### src/rtl/bcd_alu_pkg.sv
// Shared opcodes, sequencer states and BCD digit helper for the
// BCD ALU sequencer slice.
package bcd_alu_pkg;

    localparam logic [3:0] OP_ADD = 4'hA;
    localparam logic [3:0] OP_SUB = 4'hB;
    localparam logic [3:0] OP_MUL = 4'hC;
    localparam logic [3:0] OP_DIV = 4'hD;

    typedef enum logic [2:0] {
        IDLE,
        ADDSUB,
        MUL_SHIFT,
        MUL_ADD,
        DIV_SHIFT,
        DIV_SUB,
        FINISH
    } state_t;

    function automatic logic digit_ok(input logic [3:0] d);
        return d <= 4'd9;
    endfunction

endpackage

### src/rtl/bcd_alu_sequencer_if.sv
// Request/result bundle between the calculator FSM and the BCD ALU.
// Define BCD_ALU_SEQ_REM_EN to carry the divide remainder on rem.
interface bcd_alu_sequencer_if #(
    parameter int NDIG = 4
);
    logic              start;
    logic [3:0]        op;
    logic [4*NDIG-1:0] num1;
    logic [4*NDIG-1:0] num2;
    logic [4*NDIG-1:0] res;
    logic              busy;
    logic              done;
    logic              neg;
    logic              ovf;
    logic              err;
`ifdef BCD_ALU_SEQ_REM_EN
    logic [4*NDIG-1:0] rem;
`endif

    modport master (
        output start, op, num1, num2,
        input  res, busy, done, neg, ovf, err
`ifdef BCD_ALU_SEQ_REM_EN
        , input rem
`endif
    );

    modport slave (
        input  start, op, num1, num2,
        output res, busy, done, neg, ovf, err
`ifdef BCD_ALU_SEQ_REM_EN
        , output rem
`endif
    );

endinterface

### src/rtl/bcd_addsub_n.sv
// Combinational ripple BCD adder/subtractor over NDIG+1 digits.
// Subtract is a + 9's complement(b) + 1; cout=1 then means a >= b.
module bcd_addsub_n #(
    parameter int NDIG = 4
) (
    input  logic [4*(NDIG+1)-1:0] a,
    input  logic [4*(NDIG+1)-1:0] b,
    input  logic                  sub,
    output logic [4*(NDIG+1)-1:0] y,
    output logic                  cout
);

    logic [3:0] bd;
    logic [4:0] s;
    logic       c;

    // Digit-serial ripple with decimal correction per digit.
    always_comb begin
        y  = '0;
        bd = '0;
        s  = '0;
        c  = sub;
        for (int i = 0; i <= NDIG; i++) begin
            bd = sub ? (4'd9 - b[4*i+:4]) : b[4*i+:4];
            s  = {1'b0, a[4*i+:4]} + {1'b0, bd} + {4'd0, c};
            if (s > 5'd9) begin
                y[4*i+:4] = 4'(s - 5'd10);
                c         = 1'b1;
            end else begin
                y[4*i+:4] = s[3:0];
                c         = 1'b0;
            end
        end
        cout = c;
    end

endmodule

### src/rtl/bcd_alu_sequencer.sv
// Multi-cycle BCD add/sub/mul/div sequencer on one shared adder.
// Define BCD_ALU_SEQ_REM_EN to expose the divide remainder on rem.
module bcd_alu_sequencer
    import bcd_alu_pkg::*;
#(
    parameter int NDIG = 4
) (
    input logic               clk,
    input logic               reset,
    bcd_alu_sequencer_if.slave bus
);

    localparam int W  = 4 * NDIG;
    localparam int WX = 4 * (NDIG + 1);
    localparam int DW = $clog2(NDIG + 1);

    state_t          state, state_nxt;
    logic [3:0]      op_q;
    logic [W-1:0]    a_q, b_q, res_q;
    logic [WX-1:0]   rmd_q;
    logic [3:0]      cnt_q;
    logic [DW-1:0]   dcnt_q;
    logic            bad_q, neg_q, ovf_q, err_q;

    logic [WX-1:0]   add_a, add_b, add_y;
    logic            add_sub, add_co;
    logic            in_ok, swap;

    bcd_addsub_n #(.NDIG(NDIG)) u_addsub (
        .a    (add_a),
        .b    (add_b),
        .sub  (add_sub),
        .y    (add_y),
        .cout (add_co)
    );

    // Request check: known opcode, all digits 0-9, nonzero divisor.
    always_comb begin
        in_ok = 1'b1;
        for (int i = 0; i < NDIG; i++) begin
            if (!digit_ok(bus.num1[4*i+:4]) ||
                !digit_ok(bus.num2[4*i+:4]))
                in_ok = 1'b0;
        end
        if (!(bus.op inside {OP_ADD, OP_SUB, OP_MUL, OP_DIV}))
            in_ok = 1'b0;
        if (bus.op == OP_DIV && bus.num2 == '0)
            in_ok = 1'b0;
    end

    // Packed BCD orders like binary, so A<B picks the magnitude order.
    assign swap = (op_q == OP_SUB) && (a_q < b_q);

    // Steer the shared adder for the active sequence step.
    always_comb begin
        add_a   = {4'd0, a_q};
        add_b   = {4'd0, b_q};
        add_sub = 1'b0;
        unique case (state)
            ADDSUB: begin
                add_sub = (op_q == OP_SUB);
                if (swap) begin
                    add_a = {4'd0, b_q};
                    add_b = {4'd0, a_q};
                end
            end
            MUL_ADD: begin
                add_a = {4'd0, res_q};
                add_b = {4'd0, a_q};
            end
            DIV_SUB: begin
                add_a   = rmd_q;
                add_b   = {4'd0, b_q};
                add_sub = 1'b1;
            end
            default: ;
        endcase
    end

    // Next-state selection.
    always_comb begin
        state_nxt = state;
        unique case (state)
            IDLE: begin
                if (bus.start) begin
                    if (!in_ok)                state_nxt = ADDSUB;
                    else if (bus.op == OP_MUL) state_nxt = MUL_SHIFT;
                    else if (bus.op == OP_DIV) state_nxt = DIV_SHIFT;
                    else                       state_nxt = ADDSUB;
                end
            end
            ADDSUB: state_nxt = FINISH;
            MUL_SHIFT: begin
                if (b_q[W-1-:4] != 4'd0)    state_nxt = MUL_ADD;
                else if (dcnt_q == DW'(1)) state_nxt = FINISH;
                else                       state_nxt = MUL_SHIFT;
            end
            MUL_ADD: begin
                if (cnt_q == 4'd1)
                    state_nxt = (dcnt_q == '0) ? FINISH : MUL_SHIFT;
            end
            DIV_SHIFT: state_nxt = DIV_SUB;
            DIV_SUB: begin
                if (!add_co)
                    state_nxt = (dcnt_q == '0) ? FINISH : DIV_SHIFT;
            end
            FINISH:  state_nxt = IDLE;
            default: state_nxt = IDLE;
        endcase
    end

    // State register.
    always_ff @(posedge clk or posedge reset) begin
        if (reset) state <= IDLE;
        else       state <= state_nxt;
    end

    // Operand, accumulator, remainder and flag registers.
    always_ff @(posedge clk or posedge reset) begin
        if (reset) begin
            op_q   <= '0;
            a_q    <= '0;
            b_q    <= '0;
            res_q  <= '0;
            rmd_q  <= '0;
            cnt_q  <= '0;
            dcnt_q <= '0;
            bad_q  <= 1'b0;
            neg_q  <= 1'b0;
            ovf_q  <= 1'b0;
            err_q  <= 1'b0;
        end else begin
            unique case (state)
                IDLE: begin
                    if (bus.start) begin
                        op_q   <= bus.op;
                        a_q    <= bus.num1;
                        b_q    <= bus.num2;
                        res_q  <= '0;
                        rmd_q  <= '0;
                        cnt_q  <= '0;
                        dcnt_q <= DW'(NDIG);
                        bad_q  <= !in_ok;
                        neg_q  <= 1'b0;
                        ovf_q  <= 1'b0;
                        err_q  <= 1'b0;
                    end
                end
                ADDSUB: begin
                    if (bad_q) begin
                        err_q <= 1'b1;
                    end else begin
                        res_q <= add_y[W-1:0];
                        ovf_q <= (add_y[WX-1-:4] != 4'd0);
                        neg_q <= swap;
                    end
                end
                MUL_SHIFT: begin
                    res_q  <= {res_q[W-5:0], 4'd0};
                    if (res_q[W-1-:4] != 4'd0) ovf_q <= 1'b1;
                    cnt_q  <= b_q[W-1-:4];
                    b_q    <= {b_q[W-5:0], 4'd0};
                    dcnt_q <= dcnt_q - DW'(1);
                end
                MUL_ADD: begin
                    res_q <= add_y[W-1:0];
                    if (add_y[WX-1-:4] != 4'd0) ovf_q <= 1'b1;
                    cnt_q <= cnt_q - 4'd1;
                end
                DIV_SHIFT: begin
                    rmd_q  <= {rmd_q[W-1:0], a_q[W-1-:4]};
                    a_q    <= {a_q[W-5:0], 4'd0};
                    cnt_q  <= '0;
                    dcnt_q <= dcnt_q - DW'(1);
                end
                DIV_SUB: begin
                    if (add_co) begin
                        rmd_q <= add_y;
                        cnt_q <= cnt_q + 4'd1;
                    end else begin
                        res_q <= {res_q[W-5:0], cnt_q};
                    end
                end
                default: ;
            endcase
        end
    end

    assign bus.res  = res_q;
    assign bus.busy = (state != IDLE);
    assign bus.done = (state == FINISH);
    assign bus.neg  = neg_q;
    assign bus.ovf  = ovf_q;
    assign bus.err  = err_q;
`ifdef BCD_ALU_SEQ_REM_EN
    assign bus.rem  = rmd_q[W-1:0];
`endif

endmodule

### src/flat_wrapper.sv
// flat-port wrapper written by rule: the top's interface ports become plain ports
module bcd_alu_sequencer_flat import bcd_alu_pkg::*;
#(
    parameter int NDIG = 4
)
  (clk, reset, bus_start, bus_op, bus_num1, bus_num2, bus_res, bus_busy, bus_done, bus_neg, bus_ovf, bus_err);
  bcd_alu_sequencer_if #(.NDIG(NDIG)) bus_i ();
  input logic clk;
  input logic reset;
  input wire logic [$bits(bus_i.start)-1:0] bus_start;
  input wire logic [$bits(bus_i.op)-1:0] bus_op;
  input wire logic [$bits(bus_i.num1)-1:0] bus_num1;
  input wire logic [$bits(bus_i.num2)-1:0] bus_num2;
  output wire logic [$bits(bus_i.res)-1:0] bus_res;
  output wire logic [$bits(bus_i.busy)-1:0] bus_busy;
  output wire logic [$bits(bus_i.done)-1:0] bus_done;
  output wire logic [$bits(bus_i.neg)-1:0] bus_neg;
  output wire logic [$bits(bus_i.ovf)-1:0] bus_ovf;
  output wire logic [$bits(bus_i.err)-1:0] bus_err;
  assign bus_i.start = bus_start;
  assign bus_i.op = bus_op;
  assign bus_i.num1 = bus_num1;
  assign bus_i.num2 = bus_num2;
  assign bus_res = bus_i.res;
  assign bus_busy = bus_i.busy;
  assign bus_done = bus_i.done;
  assign bus_neg = bus_i.neg;
  assign bus_ovf = bus_i.ovf;
  assign bus_err = bus_i.err;
  bcd_alu_sequencer #(.NDIG(NDIG)) u_core (.clk(clk), .reset(reset), .bus(bus_i));
endmodule
### config.mk
export PLATFORM = sky130hd
export DESIGN_NAME = bcd_alu_sequencer_flat
export DESIGN_NICKNAME = d
export VERILOG_FILES = /design/src/rtl/bcd_alu_pkg.sv /design/src/rtl/bcd_alu_sequencer_if.sv /design/src/rtl/bcd_addsub_n.sv /design/src/rtl/bcd_alu_sequencer.sv /design/src/flat_wrapper.sv
export SDC_FILE = /design/constraint.sdc
export NUM_CORES = 1
export LEC_CHECK = 0
export ABC_CLOCK_PERIOD_IN_PS = 21800
export CORE_MARGIN = 1.5
export CORE_UTILIZATION = 30
export DETAILED_ROUTE_END_ITERATION = 8
export HOLD_SLACK_MARGIN = 0.05
export MAX_ROUTING_LAYER = met4
export PLACE_DENSITY = 0.54
export SYNTH_ARGS = -nofsm -noshare
export SYNTH_HDL_FRONTEND = slang
export SYNTH_SLANG_ARGS = --single-unit
### constraint.sdc
create_clock -name clk -period 21.8 [get_ports clk]
set_input_delay 3.27 -clock clk [delete_from_list [all_inputs] [get_ports clk]]
set_output_delay 3.27 -clock clk [all_outputs]
set_load 0.05 [all_outputs]
==> summary.txt <==
STA
  – Fin. Hold Viols: 0
  – Fmax: 77.7 MHz
  – Setup TNS: 0 ns
  – Worst slew pin tran: 1.04 ns
  – RSZ-0062 raised after global routing: no
  – Tmin final: 12.87 ns
  – Worst clock skew: 0.0116 ns
  – Fin crit share: 59.1%
  – Final Max Tran Viols: 0
  – Final setup violating endpoints: 0
  – Rel. slew slack: 30.2%

Floorplan
  – Core ar.: 0.0218 mm^2
  – IO Pins: 60
  – Row cnt: 54
  – Die ar.: 0.0230 mm^2
  – Initial Util: 30.4%
  – Die height: 152 um
  – Die width: 152 um

Clock network
  – CTS tree: yes
  – Later-pin clock latency in the skew report: 0.36 ns
  – Clock Sinks: 86
  – Cts hold-fix bufs: 0
  – Htree depth: 3
  – Worst-case clock buffer depth: 2
  – Worst-path clk slew: 0.07 ns
  – CTS resizes: 0
  – Root Driver: clkbuf_16
  – Number of CTS-inserted buffers: 9
  – Post-CTS setup buffer count: 0

Layout
  – Commonest non-fill, non-tap cell in the layout: nor2_1
  – Most frequent cells in the layout: 114 x nor2_1, 104 x nand2_1, 86 x dfrtp_1
  – Area grow syn2layout: 17.5%
  – Final instance area: 0.00778 mm^2
  – Layout cells sized above 1: 5.32%
  – # diodes: 0
  – Fillers: 2,282
  – Nets: 951

Worst setup path
  – CP max FO: 16
  – Critical path capture point type: flop
  – Delay-heaviest family, CP: adder cells
  – CP arrival: 13.12 ns
  – Buffer and inverter count on the worst path: 6
  – Critical path type: reg2reg
  – CP max stage delay: 0.68 ns
  – Crit start category: flop
  – Critical Path Slowest Stage Cell: a41oi_4
  – CP required: 22.05 ns

Synth
  – Cells after Synth: 824
  – Main flop type after synthesis: dfrtp_1
  – Top post-synthesis cells by area: dfrtp_1 33%, ha_1 8.3%, nor2_1 6.5%
  – YS warnings: 0
  – Register area share after synthesis: 32.5%
  – Cell area after synthesis: 0.00662 mm^2
  – Largest family of logic cells by synthesized area: compound AO/OA/AOI/OAI gates
  – EDFF count, synth: 0
  – Share of the synthesized area in the top cell type: 32.5%
  – Number of synthesized register bits: 86
  – Synth async-reset ratio: 100%
  – Post-synthesis compound-gate area fraction: 25.8%
  – Post-synthesis simple-gate area fraction: 18.0%
  – Synth Area in Adders: 10.7%
  – Synth area leader: dfrtp_1
  – Synth unique cells: 59
  – Synth Net Count: 915
  – Area share of xor/xnor cells in the synthesized design: 4.20%
  – Mux cell area share after synthesis: 3.63%
  – Post-Syn Area per Cell: 8.03 um^2

Drt
  – Starting DRT DRC Count: 423
  – Drt total wl: 22,000 um
  – Met2 wire len: 9440 um
  – Routed Antenna Nets: 0
  – DR pass1 iterations: 5
  – Max layer used: met4
  – M1 wire length: 10,700 um
  – Number of vias per cell: 5.39
  – Metal3 WL: 1290 um
  – Drt drc: 0
  – Via count: 6,170
  – Drt wl/cell: 19.2 um

Hold path
  – HP Class: reg2reg

Global route
  – Pin count of the biggest net entering global routing: 61
  – Total Routing Usage GR: 20.7%
  – Initial antenna violation count: 0
  – Grt total ovfl: 0
  – Global-route wire length before repair: 34,600 um
  – Via count of the first global-routing pass: 5,995

Placement
  – PortBufs: 59
  – Placed Area: 0.00749 mm^2
  – DP HPWL: 16,400 um
  – RePlAce Congestion: 0.863

Flow run
  – Number of max-cap violations: 0

Outcome
  – Status: completed
layer usage:
metal  vias to the layer above  global-route usage (%)
li1                       3005                       -
met3                        28                    3.74
met1                      2899                    29.5
met4                         0                    5.96
met5                         -                       -
met2                       238                    29.9
through the flow:
step | cells | util (%) | hold WS, ns | setup WS [ns]
final | 1145 | 35.7 | 0.483 | 8.93
after global routing | 1145 | 35.7 | 0.517 | 8.10
after CTS | 1145 | 35.7 | 0.481 | 8.91
after detailed placement | 1129 | 34.4 | 0.465 | 8.93
after global placement | 1129 | 34.4 | 0.461 | 9.25
after floorplan | 824 | - | 0.437 | 10.25
worst register-to-register path, delay by kind of cell (launching register included):
kind | cells | cell delay [ns]
compound gates | 11 | 3.26
xor+xnor | 4 | 0.92
fa+ha+maj | 14 | 4.88
buf+inv | 6 | 0.91
flops | 1 | 0.42
mux | 2 | 0.51
simple gates | 10 | 1.86
cells in the mapped netlist (17+ instances only):
| library cell | instances |
|---|---|
| o21ai_0 | 45 |
| nand2_1 | 104 |
| dfrtp_1 | 86 |
| inv_1 | 40 |
| ha_1 | 44 |
| a221oi_1 | 22 |
| clkbuf_1 | 42 |
| a21oi_1 | 81 |
| mux2i_1 | 18 |
| xnor2_1 | 17 |
| nor2_1 | 115 |
cell families (layout without fill, tap and decap cells):
kind of cell / after synthesis / count (layout)
AND/OR/NAND/NOR: 279 / 279
multiplexers: 23 / 23
flip-flops: 86 / 86
XOR/XNOR: 30 / 30
adder cells (fa/ha/maj): 52 / 52
AO/OA/AOI/OAI: 265 / 265
buffers and inverters: 89 / 130
flip-flops by register name, summed over array words and instances (netlist names):
name            count
u_core.rmd_q       20
u_core.a_q         16
u_core.b_q         16
u_core.bus.res     16
u_core.cnt_q        4
u_core.op_q         4
u_core.dcnt_q       3
u_core.state        3
u_core.bad_q        1
u_core.bus.err      1
u_core.bus.neg      1
u_core.bus.ovf      1
cell type report:
class / instances / area (um^2) / share of cell area (%)
Tap cell: 280 / 350 / 4.51
Inverter: 41 / 155 / 2.00
Multi-Input combinational cell: 649 / 4140 / 53.2
Sequential cell: 86 / 2150 / 27.7
Clock inverter: 6 / 45.0 / 0.579
Timing Repair Buffer: 73 / 696 / 8.95
Clock buffer: 10 / 239 / 3.07
final timing paths:
check / from / to / slack [ns] / depth (start not counted)
min reg2reg: u_core.op_q[1] / u_core.op_q[1] / 0.48 / 2
max: u_core.b_q[12] / u_core.cnt_q[0] / 8.93 / 47
min: u_core.op_q[1] / u_core.op_q[1] / 0.48 / 2
max in group asynchronous: reset / u_core.rmd_q[16] / 17.38 / 3
max reg2reg: u_core.b_q[12] / u_core.cnt_q[0] / 8.93 / 47
min in group asynchronous: reset / u_core.op_q[2] / 3.24 / 2
Power is left out: the tool's default activity adds up to more than one toggle a clock period on the data nets, which glitch-free logic cannot reach.
